===== src/rtl/conv_sequencer.sv =====
// conv_sequencer: runs one k*k streaming-convolver pass over an N*N feature map.
// Define CONV_SEQ_RELU_EN to clamp negative results to zero at capture.
module conv_sequencer #(
  parameter int N  = 10,
  parameter int K  = 3,
  parameter int S  = 1,
  parameter int AW = 16
) (
  input  logic          clk,
  input  logic          global_rst_n,
  input  logic          start,
  output logic          busy,
  output logic          done,
  output logic          fm_rd,
  output logic [AW-1:0] fm_addr,
  input  logic [15:0]   fm_data,
  output logic          conv_rst,
  output logic          conv_ce,
  output logic [15:0]   conv_act,
  input  logic [32:0]   conv_op,
  input  logic          conv_valid,
  input  logic          conv_end,
  output logic          out_wr,
  output logic [AW-1:0] out_addr,
  output logic [32:0]   out_data,
  input  logic          out_ready
);
  localparam int ODIM = (N - K) / S + 1;
  localparam int OTOT = ODIM * ODIM;
  localparam int NN   = N * N;
  localparam int CW   = $clog2(NN + 1);
  localparam logic [AW-1:0] LAST = AW'(NN - 1);
  localparam logic [CW-1:0] WEND = CW'(OTOT);

  typedef enum logic [2:0] {
    S_IDLE, S_CLEAR, S_STREAM, S_DRAIN, S_DONE
  } state_t;

  state_t        r_state;
  logic          r_busy;
  logic          r_done;
  logic          r_conv_rst;
  logic          r_rd_en;
  logic [AW-1:0] r_addr;
  logic          r_rd_q;
  logic [15:0]   r_skid;
  logic          r_skid_v;
  logic [32:0]   r_res;
  logic          r_pend;
  logic [AW-1:0] r_oaddr;
  logic [CW-1:0] r_wcnt;

  logic          w_stall;
  logic          w_cap;
  logic          w_wr;
  logic [32:0]   w_res;
  logic          w_unused;

  assign w_unused = conv_end;
  assign w_stall  = r_pend & ~out_ready;
  assign w_wr     = r_pend & out_ready;
  assign w_cap    = conv_ce & conv_valid;

  assign busy     = r_busy;
  assign done     = r_done;
  assign conv_rst = r_conv_rst;
  assign fm_rd    = r_rd_en & ~w_stall;
  assign fm_addr  = r_addr;
  assign conv_ce  = (r_rd_q | r_skid_v) & ~w_stall;
  assign conv_act = r_skid_v ? r_skid :
                    r_rd_q   ? fm_data : '0;
  assign out_wr   = r_pend;
  assign out_addr = r_oaddr;
  assign out_data = r_res;

`ifdef CONV_SEQ_RELU_EN
  assign w_res = conv_op[32] ? '0 : conv_op;
`else
  assign w_res = conv_op;
`endif

  always_ff @(posedge clk or negedge global_rst_n) begin
    if (!global_rst_n) begin
      r_state    <= S_IDLE;
      r_busy     <= 1'b0;
      r_done     <= 1'b0;
      r_conv_rst <= 1'b0;
      r_rd_en    <= 1'b0;
      r_addr     <= '0;
      r_rd_q     <= 1'b0;
      r_skid     <= '0;
      r_skid_v   <= 1'b0;
      r_res      <= '0;
      r_pend     <= 1'b0;
      r_oaddr    <= '0;
      r_wcnt     <= '0;
    end else begin
      r_rd_q <= fm_rd;
      // a read landing during a stall is parked until the stall clears
      if (r_rd_q && w_stall) begin
        r_skid   <= fm_data;
        r_skid_v <= 1'b1;
      end else if (!w_stall) begin
        r_skid_v <= 1'b0;
      end
      if (w_cap) begin
        r_res  <= w_res;
        r_pend <= 1'b1;
      end else if (w_wr) begin
        r_pend <= 1'b0;
      end
      if (w_wr) begin
        r_oaddr <= r_oaddr + 1'b1;
        r_wcnt  <= r_wcnt + 1'b1;
      end
      unique case (r_state)
        S_IDLE: begin
          if (start) begin
            r_state    <= S_CLEAR;
            r_busy     <= 1'b1;
            r_conv_rst <= 1'b1;
            r_addr     <= '0;
            r_oaddr    <= '0;
            r_wcnt     <= '0;
          end
        end
        S_CLEAR: begin
          r_conv_rst <= 1'b0;
          r_rd_en    <= 1'b1;
          r_state    <= S_STREAM;
        end
        S_STREAM: begin
          if (fm_rd) begin
            if (r_addr == LAST) begin
              r_rd_en <= 1'b0;
              r_state <= S_DRAIN;
            end else begin
              r_addr <= r_addr + 1'b1;
            end
          end
        end
        S_DRAIN: begin
          if (r_wcnt == WEND && !r_pend) begin
            r_state <= S_DONE;
            r_done  <= 1'b1;
          end
        end
        S_DONE: begin
          r_done  <= 1'b0;
          r_busy  <= 1'b0;
          r_state <= S_IDLE;
        end
        default: r_state <= S_IDLE;
      endcase
    end
  end
endmodule

===== config.mk =====
export PLATFORM = sky130hd
export DESIGN_NAME = conv_sequencer
export DESIGN_NICKNAME = d
export VERILOG_FILES = /design/src/rtl/conv_sequencer.sv
export SDC_FILE = /design/constraint.sdc
export NUM_CORES = 1
export LEC_CHECK = 0
export BUFFER_PORTS_ARGS = -buffer_cell sky130_fd_sc_hd__clkbuf_2
export CELL_PAD_IN_SITES_DETAIL_PLACEMENT = 0
export CELL_PAD_IN_SITES_GLOBAL_PLACEMENT = 2
export CORE_MARGIN = 5
export CORE_UTILIZATION = 36
export CTS_BUF_LIST = sky130_fd_sc_hd__clkbuf_8
export DETAILED_ROUTE_END_ITERATION = 6
export PLACE_DENSITY_LB_ADDON = 0.15
export SYNTH_ARGS = -nofsm -noshare
export SYNTH_HDL_FRONTEND = slang
export SYNTH_SLANG_ARGS = --single-unit

===== constraint.sdc =====
create_clock -name clk -period 4.28 [get_ports clk]
set_clock_uncertainty 0.05 [all_clocks]
set_input_delay 0.428 -clock clk [delete_from_list [all_inputs] [get_ports clk]]
set_output_delay 0.428 -clock clk [all_outputs]
set_load 0.03 [all_outputs]

Yosys cells after proc, flatten, opt, wreduce, memory -nomap -nowiden --
Index checks and enable logic that the tools add are counted. W data, S select, Z words.
Storage, ports and cells: bits in registers 98, bits of input ports 55, output and inout bits 87
Operators by class: add/subtract/negate cells 3, eq/ne operators 12, muxes and demuxes 29, bitwise gates (word level) 8, reduce and logical (&&, ||, !) cells 16
Operators by type and width (count):
- $mux W16 | 8
- $add A16 B1 Y16 const B | 2
- $pmux W16 S2 | 1
- $mux W7 | 3
- $eq A16 B7 Y1 const B | 1
- $mux W3 | 4
- $pmux W3 S4 | 1
- $reduce_bool A2 Y1 | 6
- $ne A2 B2 Y1 const B | 5
- $mux W1 | 8
- $pmux W1 S2 | 4
- $reduce_and A4 Y1 | 2
- $add A7 B1 Y7 const B | 1
- $eq A7 B7 Y1 const B | 1
- $eq A3 B2 Y1 const B | 2
- $reduce_and A2 Y1 | 3
- $and A1 B1 Y1 | 5
- $eq A3 B1 Y1 const B | 1
- $eq A3 B3 Y1 const B | 1
- $logic_not A3 Y1 | 1
- $reduce_and A3 Y1 | 1
- $logic_and A1 B1 Y1 | 2
- $ne A2 B1 Y1 const B | 1
- $not A1 Y1 | 2
- other kinds (2) | 2

Logic depth before layout (Yosys ltp) --
Gate-level depths: netlist of the first run.
depth in word-level cells 6, depth in mapped cells 6, mapped depth without buffers 5

Least setup slack after synthesis of the first run --
OpenSTA, ideal clock, no wires.
kind register to register, from register r_pend (netlist: out_wr), to register r_res[14] (netlist: out_data[14]), library setup time 0.128 ns, data arrival time 1.841 ns, data required time 4.102 ns, slack 2.262 ns, stages on the path, launching flop included 7, period minus slack after synthesis 2.018 ns, cell sequence dfrtp_1 > buf_4 > and2b_4 > nor2_2 > nand2_2 > buf_2 > mux2_1
Between the ends: word-level cells in the longest chain between the ends 4
RTL lines:
- from (decl) | RTL line 49 | logic r_pend;
- from (signal assigned) | RTL line 94 | r_pend <= 1'b0;
- from (signal assigned) | RTL line 108 | r_pend <= 1'b1;
- from (signal assigned) | RTL line 110 | r_pend <= 1'b0;
- $and A1 B1 Y1 | RTL line 60 | assign w_stall = r_pend & ~out_ready;
- $not A1 Y1 | RTL line 69 | assign conv_ce = (r_rd_q | r_skid_v) & ~w_stall;
- $and A1 B1 Y1 | RTL line 69
- via conv_ce | RTL line 18 | output logic conv_ce,
- $and A1 B1 Y1 | RTL line 62 | assign w_cap = conv_ce & conv_valid;
- to (signal assigned) | RTL line 107 | r_res <= w_res;
- to (decl) | RTL line 48 | logic [32:0] r_res;
The timed path passes the listed nets, and every way through them passes these cells. A chain may end at the register's enable or synchronous reset.

Worst setup path after layout of the first run --
from register r_skid_v, to output conv_act[4]
Between the ends: word-level cells in the longest chain between the ends 1
RTL lines:
- from (decl) | RTL line 47 | logic r_skid_v;
- from (signal assigned) | RTL line 92 | r_skid_v <= 1'b0;
- from (signal assigned) | RTL line 102 | r_skid_v <= 1'b1;
- from (signal assigned) | RTL line 104 | r_skid_v <= 1'b0;
- $mux W16 | RTL line 70 | assign conv_act = r_skid_v ? r_skid :
- to (decl) | RTL line 19 | output logic [15:0] conv_act,
No other way between the ends.

==> results of run 1 <==
-- through the flow --
| stage | setup slack, ps | hold WS (ps) | instances |
|---|---|---|---|
| global placement | 1810 | 424 | 704 |
| CTS | 1390 | 122 | 720 |
| detailed placement | 1830 | 433 | 704 |
| global route | 1260 | 168 | 720 |
| finish | 1450 | 89.5 | 720 |
| floorplan | 2260 | 82.4 | 406 |
-- sequential cells by signal, summed over array words and instances, names as in the netlist --
| name | flops |
|---|---|
| r_state | 3 |
| out_data | 33 |
| r_rd_q | 1 |
| busy | 1 |
| conv_rst | 1 |
| r_rd_en | 1 |
| out_wr | 1 |
| out_addr | 16 |
| fm_addr | 16 |
| done | 1 |
| r_wcnt | 7 |
| r_skid_v | 1 |
| r_skid | 16 |
-- worst max-delay path: cells and delay by family, from the launching register on --
kind | cells | cell delay [ps]
AND/OR/NAND/NOR | 1 | 900
flip-flops | 1 | 600
AO/OA/AOI/OAI | 1 | 270
buffers and inverters | 1 | 210
-- area by class of cell --
type	count	area (um2)
inverter	6	22.5
clock buffer	9	124
tap	172	215
multi-input combinational	286	2080
clock inverter	7	82.6
fill	1272	6930
sequential	98	2450
timing repair buffer	142	718
-- layout by cell type (no fill, tap or decap), types with 2 or more instances in the layout --
| cell type | synthesis | final |
|---|---|---|
| a21oi_1 | 18 | 18 |
| a22o_1 | 16 | 16 |
| and2_1 | 4 | 4 |
| and3_1 | 5 | 5 |
| and4_1 | 6 | 6 |
| buf_4 | 1 | 3 |
| clkbuf_2 | 0 | 139 |
| clkbuf_8 | 0 | 9 |
| clkinvlp_4 | 0 | 2 |
| dfrtp_1 | 98 | 98 |
| ha_1 | 4 | 4 |
| inv_1 | 6 | 6 |
| inv_6 | 0 | 3 |
| mux2_2 | 49 | 49 |
| mux2i_1 | 9 | 9 |
| nand2_1 | 41 | 41 |
| nand3_1 | 12 | 12 |
| nand4_1 | 7 | 7 |
| nor2_1 | 21 | 21 |
| nor2b_1 | 3 | 3 |
| nor3_1 | 8 | 8 |
| nor4_1 | 9 | 9 |
| nor4b_1 | 2 | 2 |
| o21ai_0 | 10 | 10 |
| o31ai_1 | 7 | 7 |
| or2_2 | 9 | 9 |
| or3_1 | 5 | 5 |
| or4_1 | 6 | 6 |
| xnor2_1 | 8 | 8 |
| xor2_1 | 5 | 5 |
-- logic make-up after synthesis --
kind of cell | synth area share, %
simple gates | 17.8
flops | 53.0
compound gates | 9.28
mux | 14.1
buf+inv | 2.27
xor+xnor | 2.46
fa+ha+maj | 1.08
-- path summary, 6_finish.rpt --
path	end	slack (ps)	start	cells past startpoint
setup / recovery	conv_act[4]	1450	r_skid_v	3
hold / removal	fm_addr[11]	90	global_rst_n	1
setup reg to reg	out_data[14]	2120	r_skid_v	4
hold reg to reg	out_data[3]	460	out_data[3]	1
max in group asynchronous	out_data[29]	3100	global_rst_n	2
min in group clk	out_data[14]	220	conv_op[14]	2
-- power by group through the flow --
stage               sequential (mW)  clock, mW  combinational [mW]
finish                         1.31      0.631               0.952
global route                   1.35      0.699                1.04
CTS                            1.32      0.665               0.971
detailed placement             1.33          0               0.970
global placement               1.32          0               0.960
floorplan                      1.55          0               0.438
-- layer usage --
metal,vias to the layer above,wire [um],GRT usage [%]
met3,16,591,3.71
met5,-,0,0
met4,0,225,5.88
met2,74,5720,25.2
li1,1744,-,-
met1,1765,4860,18.8
==> results.sh, run 1 <==
export IMPL_cts_tree="built"
export IMPL_grt_max_degree=66
export IMPL_grt_ovfl_total=0
export IMPL_place_area_um2=5490
export IMPL_postCtsHoldBufs=0
export IMPL_syn_area_per_cell_um2=11.4
export IMPL_cap_violations=0
export IMPL_crit_slowest_cell="nor2b_1"
export IMPL_grt_pass1_vias=3553
export IMPL_fin_crit_sh_pct=66.1
export IMPL_async_flop_share_pct=100
export IMPL_cts_sinks=98
export IMPL_critPathRequiredTime_ps=3800
export IMPL_n_antenna_cell=0
export IMPL_place_congestion=0.761
export IMPL_fin_area_um2=5690
export IMPL_ios=142
export IMPL_finalHoldViolations=0
export IMPL_dp_hpwl_um=8110
export IMPL_p_sw_mw=1.14
export IMPL_fmax_mhz=353
export IMPL_placementRows=41
export IMPL_antenna_found_initial=0
export IMPL_period_needed_ps=2830
export IMPL_synth_top_area_share_pct=53.0
export IMPL_clock_latency_ps=370
export IMPL_htree_levels=3
export IMPL_synth_edf_count=0
export IMPL_synthTopCellsByArea="dfrtp_1, mux2_2, nand2_1"
export IMPL_yosys_warnings=0
export IMPL_synth_seq_area_share_pct=53.0
export IMPL_power_frac_seq_pct=45.3
export IMPL_syn_inst=406
export IMPL_synth_cell_types=51
export IMPL_grt_pass1_wl_um=18000
export IMPL_drt_iter0_drc=130
export IMPL_synthTopCellsByCount="dfrtp_1, mux2_2, nand2_1, nor2_1, a21oi_1"
export IMPL_rsz0062_at_grt="false"
export IMPL_switching_share_pct=39.3
export IMPL_crit_arrival_ps=2350
export IMPL_first_pass_iters=4
export IMPL_cts_resized=0
export IMPL_nets=602
export IMPL_setup_viol=0
export IMPL_final_core_util_pct=45.1
export IMPL_total_power_mw=2.90
export IMPL_yosysMostFrequentCell="dfrtp_1"
export IMPL_fin_setup_tns_ps=0
export IMPL_status="completed"
export IMPL_wire_per_inst_um=15.8
export IMPL_die_y_um=123
export IMPL_drive_gt1_share_pct=41.4
export IMPL_io_buffers=140
export IMPL_drt_total_wl_um=11400
export IMPL_critPathKind="reg2out"
export IMPL_cts_buffer_depth=2
export IMPL_num_vias=3599
export IMPL_cts_setup_buffers=0
export IMPL_syn_num_nets=465
export IMPL_initial_core_util_pct=36.7
export IMPL_p_leak_nw=2.67
export IMPL_dieArea_um2=15200
export IMPL_netlist_area_um2=4630
export IMPL_syn_to_final_growth_pct=23.0
export IMPL_intPower_mw=1.76
export IMPL_die_w_um=123
export IMPL_clkPwrFrac_pct=21.8
export IMPL_vias_per_cell=5.00
export IMPL_cp_start_kind="flip-flop"
export IMPL_critical_path_max_fanout=19
export IMPL_tightest_slew_ps=1050
export IMPL_maxSlewViolCount=0
export IMPL_endpoint_kind="output pin"
export IMPL_slowest_delay_ps=900
export IMPL_hp_class="in2async"
export IMPL_power_density_nw_per_um2=509
export IMPL_cts_root_buf="clkbuf_8"
export IMPL_synth_area_leader_cell="dfrtp_1"
export IMPL_relSlewSlack_pct=30.1
export IMPL_crit_chain="nor2b_1 -> a22o_1 -> clkbuf_2"
export IMPL_peakVddDrop_mv=0.314
export IMPL_core_region_area_um2=12600
export IMPL_track_usage_pct=15.1
export IMPL_yosys_most_used_dff="dfrtp_1"
export IMPL_comb_power_share_pct=32.9
export IMPL_ant_nets=0
export IMPL_route_detailed_drc=0
export IMPL_synth_seq_cells=98
export IMPL_path_clk_slew_ps=100
export IMPL_cts_made_buffers=9
Note: power is estimated with default switching activity, not from simulation.
==> run 2: changes to the inputs <==
--- a/config.mk
+++ b/config.mk
@@ -5,11 +5,12 @@
 export SDC_FILE = /design/constraint.sdc
 export NUM_CORES = 1
 export LEC_CHECK = 0
+export ABC_AREA = 1
 export BUFFER_PORTS_ARGS = -buffer_cell sky130_fd_sc_hd__clkbuf_2
 export CELL_PAD_IN_SITES_DETAIL_PLACEMENT = 0
 export CELL_PAD_IN_SITES_GLOBAL_PLACEMENT = 2
 export CORE_MARGIN = 5
-export CORE_UTILIZATION = 36
+export CORE_UTILIZATION = 30
 export CTS_BUF_LIST = sky130_fd_sc_hd__clkbuf_8
 export DETAILED_ROUTE_END_ITERATION = 6
 export PLACE_DENSITY_LB_ADDON = 0.15
==> constraint.sdc (replaced) <==
create_clock -name clk -period 2.76 [get_ports clk]
set_clock_uncertainty 0.05 [all_clocks]
set_input_delay 0.276 -clock clk [delete_from_list [all_inputs] [get_ports clk]]
set_output_delay 0.276 -clock clk [all_outputs]
set_load 0.03 [all_outputs]
==> results.sh, run 2 <==
export IMPL_ant_nets=0
export IMPL_synth_top_area_share_pct=50.6
export IMPL_die_w_um=137
export IMPL_syn_to_final_growth_pct=23.3
export IMPL_nets=829
export IMPL_dp_hpwl_um=9730
export IMPL_endpoint_kind="output pin"
export IMPL_hp_class="in2reg"
export IMPL_period_needed_ps=2190
export IMPL_synth_seq_area_share_pct=50.6
export IMPL_netlist_area_um2=4850
export IMPL_finalHoldViolations=0
export IMPL_critical_path_max_fanout=19
export IMPL_r2r_cells=9
export IMPL_dp_cells=974
export IMPL_comb_power_share_pct=39.0
export IMPL_fmax_mhz=457
export IMPL_cts_made_buffers=9
export IMPL_path_clk_slew_ps=100
export IMPL_crit_chain="nand2_2 -> inv_1 -> a21oi_4 -> clkbuf_2"
export IMPL_crit_buf_inv=2
export IMPL_cts_root_buf="clkbuf_8"
export IMPL_largest_register_ffs=33
export IMPL_vias_per_cell=4.49
export IMPL_synth_seq_cells=98
export IMPL_async_flop_share_pct=100
export IMPL_grt_ovfl_total=0
export IMPL_placementRows=46
export IMPL_n_antenna_cell=0
export IMPL_cts_tree="built"
export IMPL_drt_total_wl_um=13300
export IMPL_critPathKind="reg2out"
export IMPL_track_usage_pct=14.6
export IMPL_synthTopCellsByArea="dfrtp_1, nand2_1, nand3_1"
export IMPL_layout_commonest_cell="nand2_1"
export IMPL_num_vias=4448
export IMPL_antenna_found_initial=0
export IMPL_intPower_mw=2.67
export IMPL_yosysMostFrequentCell="nand2_1"
export IMPL_switching_share_pct=44.6
export IMPL_grt_pass1_vias=4381
export IMPL_crit_slowest_cell="dfrtp_1"
export IMPL_initial_core_util_pct=30.5
export IMPL_place_congestion=0.762
export IMPL_tightest_slew_ps=861
export IMPL_total_power_mw=4.82
export IMPL_grt_pass1_wl_um=22100
export IMPL_layout_common_cells="nand2_1, clkbuf_2, dfrtp_1, inv_1, nand3_1"
export IMPL_yosys_warnings=0
export IMPL_synthTopCellsByCount="nand2_1, dfrtp_1, inv_1, nand3_1, nor2_1"
export IMPL_power_frac_seq_pct=42.8
export IMPL_io_buffers=140
export IMPL_slowest_delay_ps=460
export IMPL_syn_area_per_cell_um2=7.70
export IMPL_syn_inst=629
export IMPL_drt_iter0_drc=213
export IMPL_cap_violations=0
export IMPL_reg2reg_from="fm_addr[0]"
export IMPL_ios=142
export IMPL_drive_gt1_share_pct=23.8
export IMPL_worstSetupPathDepth=4
export IMPL_yosys_most_used_dff="dfrtp_1"
export IMPL_die_y_um=137
export IMPL_dpl_worst_slack_ps=870
export IMPL_cts_resized=0
export IMPL_rrSetupSlack_ps=880
export IMPL_hold_depth=3
export IMPL_cts_setup_buffers=0
export IMPL_crit_arrival_ps=1860
export IMPL_synth_edf_count=0
export IMPL_fin_crit_sh_pct=79.3
export IMPL_clock_latency_ps=370
export IMPL_cp_top_family="flip-flops"
export IMPL_place_area_um2=5790
export IMPL_first_pass_iters=5
export IMPL_synth_area_leader_cell="dfrtp_1"
export IMPL_dieArea_um2=18800
export IMPL_fin_ws_ps=570
export IMPL_status="completed"
export IMPL_rsz0062_at_grt="false"
export IMPL_cp_start_kind="flip-flop"
export IMPL_critPathLaunch="out_wr"
export IMPL_cts_buffer_depth=2
export IMPL_core_region_area_um2=15900
export IMPL_clkPwrFrac_pct=18.2
export IMPL_worstHoldStart="conv_op[27]"
export IMPL_synth_cell_types=27
export IMPL_p_leak_nw=3.21
export IMPL_route_detailed_drc=0
export IMPL_maxSlewViolCount=0
export IMPL_cts_sinks=98
export IMPL_critPathRequiredTime_ps=2430
export IMPL_grt_max_degree=47
export IMPL_fin_area_um2=5970
export IMPL_fin_setup_tns_ps=0
export IMPL_p_sw_mw=2.15
export IMPL_syn_num_nets=688
export IMPL_relSlewSlack_pct=42.5
export IMPL_peakVddDrop_mv=0.319
export IMPL_power_density_nw_per_um2=807
export IMPL_wire_per_inst_um=13.4
export IMPL_setup_viol=0
export IMPL_fin_cells=990
export IMPL_htree_levels=3
-- run 2: changes by cell type after synthesis, moves of 9 or more --
cell,delta
nor2_1,+40
nor4_1,-9
o21ai_0,+38
mux2_2,-49
nand2_1,+156
a22o_1,-16
or2_2,-9
nand3_1,+54
mux2i_1,-9
inv_1,+62
-- run 2: what timing repair did --
item | in CTS | in global routing
hold endpoints to repair | 44 | 0
hold buffers | 1 | 0
endpoints found under the setup margin | 0 | 0
-- run 2: path summary, 6_finish.rpt --
check                               end
hold reg to reg            out_data[27]
min in group asynchronous   fm_addr[14]
setup reg to reg             fm_addr[7]
setup / recovery                conv_ce
max in group asynchronous   out_addr[7]
hold / removal             out_data[27]
-- run 2: power by group through the flow --
stage | logic (mW) | clock network, mW | registers [mW]
finish | 1.88 | 0.879 | 2.06
global route | 2.10 | 0.991 | 2.12
CTS | 1.92 | 0.932 | 2.06
floorplan | 0.961 | 0 | 2.45
global placement | 1.89 | 0 | 2.08
detailed placement | 1.91 | 0 | 2.09
-- run 2: final cells by class --
| type | count | area (um2) |
|---|---|---|
| Sequential cell | 98 | 2450 |
| Multi-Input combinational cell | 438 | 2010 |
| Timing Repair Buffer | 151 | 801 |
| Inverter | 72 | 270 |
| Tap cell | 216 | 270 |
| Clock buffer | 11 | 151 |
| Clock inverter | 4 | 20.0 |
| Fill cell | 1745 | 9910 |
-- run 2: logic make-up (layout without fill, tap and decap cells) --
group | Yosys count | count (layout) | synth area share (%)
AOI/OAI and AO/OA | 68 | 68 | 7.80
adders and majority gates | 4 | 4 | 1.03
DFF | 98 | 98 | 50.6
and+or+nand+nor | 359 | 359 | 31.4
xor gates and xnor gates | 7 | 7 | 1.27
buffers and inverters | 93 | 238 | 7.93
-- run 2: stage by stage --
stage / utilization [%] / hold slack, ps
after global routing: 37.6 / 58.9
final: 37.6 / 75.4
after CTS: 37.6 / 48.5
after floorplan: - / -69.6
after global placement: 36.5 / 289
after detailed placement: 36.5 / 293
-- run 2: worst register-to-register path, stage by stage, from the launching register on --
cell     delay, ps
dfrtp_1        470
ha_1           300
nand4_1        120
nor2_1         190
nand3_1        120
nand2_1        120
buf_4          200
inv_1          100
nand2_1         60
nand2_1         40
-- run 2: routing by layer --
metal  GRT usage [%]  up-vias  part of all wire [%]
met5               0        -                     0
met1            19.1     2058                    46
met4            4.71        0                   1.5
met2            23.8      109                    46
li1                -     2268                     -
met3            3.60       13                   6.4
==> run 3: changes to the inputs <==
==> constraint.sdc (replaced) <==
create_clock -name clk -period 2.25 [get_ports clk]
set_clock_uncertainty 0.05 [all_clocks]
set_input_delay 0.225 -clock clk [delete_from_list [all_inputs] [get_ports clk]]
set_output_delay 0.225 -clock clk [all_outputs]
set_load 0.03 [all_outputs]
==> results.sh, run 3 (synthesis gave the netlist of run 2 again) <==
export IMPL_critPathRequiredTime_ps=1980
export IMPL_drt_iter0_drc=240
export IMPL_cap_violations=0
export IMPL_die_w_um=137
export IMPL_critical_path_max_fanout=16
export IMPL_cts_made_buffers=9
export IMPL_route_detailed_drc=0
export IMPL_cts_root_buf="clkbuf_8"
export IMPL_wire_per_inst_um=13.2
export IMPL_routed_top_layer="met4"
export IMPL_initial_core_util_pct=30.5
export IMPL_endpoint_kind="output pin"
export IMPL_p_leak_nw=3.35
export IMPL_multi_input_area_um2=2010
export IMPL_vias_per_cell=4.44
export IMPL_clock_latency_ps=380
export IMPL_rsz0062_at_grt="false"
export IMPL_layout_common_cells="nand2_1, clkbuf_2, dfrtp_1, inv_1, nand3_1"
export IMPL_num_vias=4531
export IMPL_drt_total_wl_um=13500
export IMPL_setup_viol=0
export IMPL_die_y_um=137
export IMPL_cp_start_kind="flip-flop"
export IMPL_nets=858
export IMPL_worstHoldStart="conv_op[23]"
export IMPL_power_density_nw_per_um2=972
export IMPL_cts_tree="built"
export IMPL_slowest_delay_ps=460
export IMPL_io_buffers=140
export IMPL_antenna_found_initial=0
export IMPL_hold_end="out_data[23]"
export IMPL_tightest_slew_ps=669
export IMPL_hold_depth=3
export IMPL_cts_buffer_depth=2
export IMPL_largest_register_ffs=33
export IMPL_fill_cells=1707
export IMPL_fmax_mhz=498
export IMPL_final_core_util_pct=39.8
export IMPL_r2r_end="fm_addr[8]"
export IMPL_place_congestion=0.766
export IMPL_rrSetupSlack_ps=290
export IMPL_crit_chain="nand2_2 -> inv_1 -> a21oi_4 -> buf_4 -> clkbuf_2"
export IMPL_n_antenna_cell=0
export IMPL_crit_slowest_cell="dfrtp_1"
export IMPL_finalHoldViolations=0
export IMPL_htree_levels=3
export IMPL_core_region_area_um2=15900
export IMPL_crit_arrival_ps=1730
export IMPL_status="completed"
export IMPL_placementRows=46
export IMPL_grt_ovfl_total=0
export IMPL_fin_crit_sh_pct=89.3
export IMPL_layout_commonest_cell="nand2_1"
export IMPL_ant_nets=0
export IMPL_crit_buf_inv=3
export IMPL_track_usage_pct=15.0
export IMPL_wl_met2_um=6320
export IMPL_grt_pass1_wl_um=22600
export IMPL_seqCellArea_um2=2450
export IMPL_ios=142
export IMPL_first_pass_iters=4
export IMPL_drive_gt1_share_pct=23.5
export IMPL_cts_setup_buffers=0
export IMPL_grt_pass1_vias=4535
export IMPL_critPathKind="reg2out"
export IMPL_hp_class="in2reg"
export IMPL_hold_worst_slack_ps=20.6
export IMPL_cts_sinks=98
export IMPL_relSlewSlack_pct=55.2
export IMPL_met1_length_um=6090
export IMPL_dp_hpwl_um=9570
export IMPL_r2r_cells=9
export IMPL_period_needed_ps=2010
export IMPL_syn_to_final_growth_pct=30.4
export IMPL_wl_met3_um=774
export IMPL_grt_max_degree=46
export IMPL_maxSlewViolCount=0
export IMPL_reg2reg_from="fm_addr[0]"
export IMPL_peakVddDrop_mv=0.438
export IMPL_cp_top_family="buffers and inverters"
export IMPL_dieArea_um2=18800
export IMPL_path_clk_slew_ps=100
export IMPL_fin_setup_tns_ps=0
## run 3: report_power, final
| group | switching, mW | internal, mW |
|---|---|---|
| registers | 0.355 | 2.18 |
| clock network | 0.657 | 0.579 |
| logic | 1.66 | 0.709 |
## run 3: repair_timing
action,in CTS,in global routing
hold endpoints to repair,64,0
endpoints found under the setup margin,0,2
resized for setup,0,1
hold buffers,29,0
## run 3: layout make-up
type,instances,share of cell area (%)
flip-flops and latches,98,38.8
multi-input cells,438,31.8
repair buffers,180,17.4
inverters,72,4.28
well taps,216,4.28
clock buffers,11,2.40
clock inverters,5,0.951
## run 3: layer usage
metal  up-vias  global-route usage, %
met1      2078                   19.6
li1       2329                      -
met3        17                   3.31
met5         -                      0
met4         0                   5.71
met2       107                   24.4
## run 3: how the worst max path moves through the flow
| stage | start | to | cells past startpoint |
|---|---|---|---|
| 2_1_floorplan | r_skid_v | conv_act[10] | 5 |
| 3_3_place_gp | fm_addr[0] | fm_addr[8] | 9 |
| 3_5_place_dp | fm_addr[0] | fm_addr[3] | 9 |
| 4_1_cts | r_skid_v | conv_act[9] | 4 |
| 5_1_grt | out_wr | conv_ce | 5 |
| 6_report | out_wr | conv_ce | 5 |
## run 3: tightest hold or removal path: stages
cell	delay [ps]
clkbuf_2	80
nand3_1	70
nand2_1	50
## run 3: through the flow
stage,setup WS [ps],cells,instance area (um2),power [mW]
final,241,1020,6320,6.14
after global routing,73.6,1020,6320,6.62
after CTS,81.5,1020,6310,6.26
after detailed placement,327,975,5810,4.94
after global placement,372,975,5810,4.90
after floorplan,378,629,4850,4.18
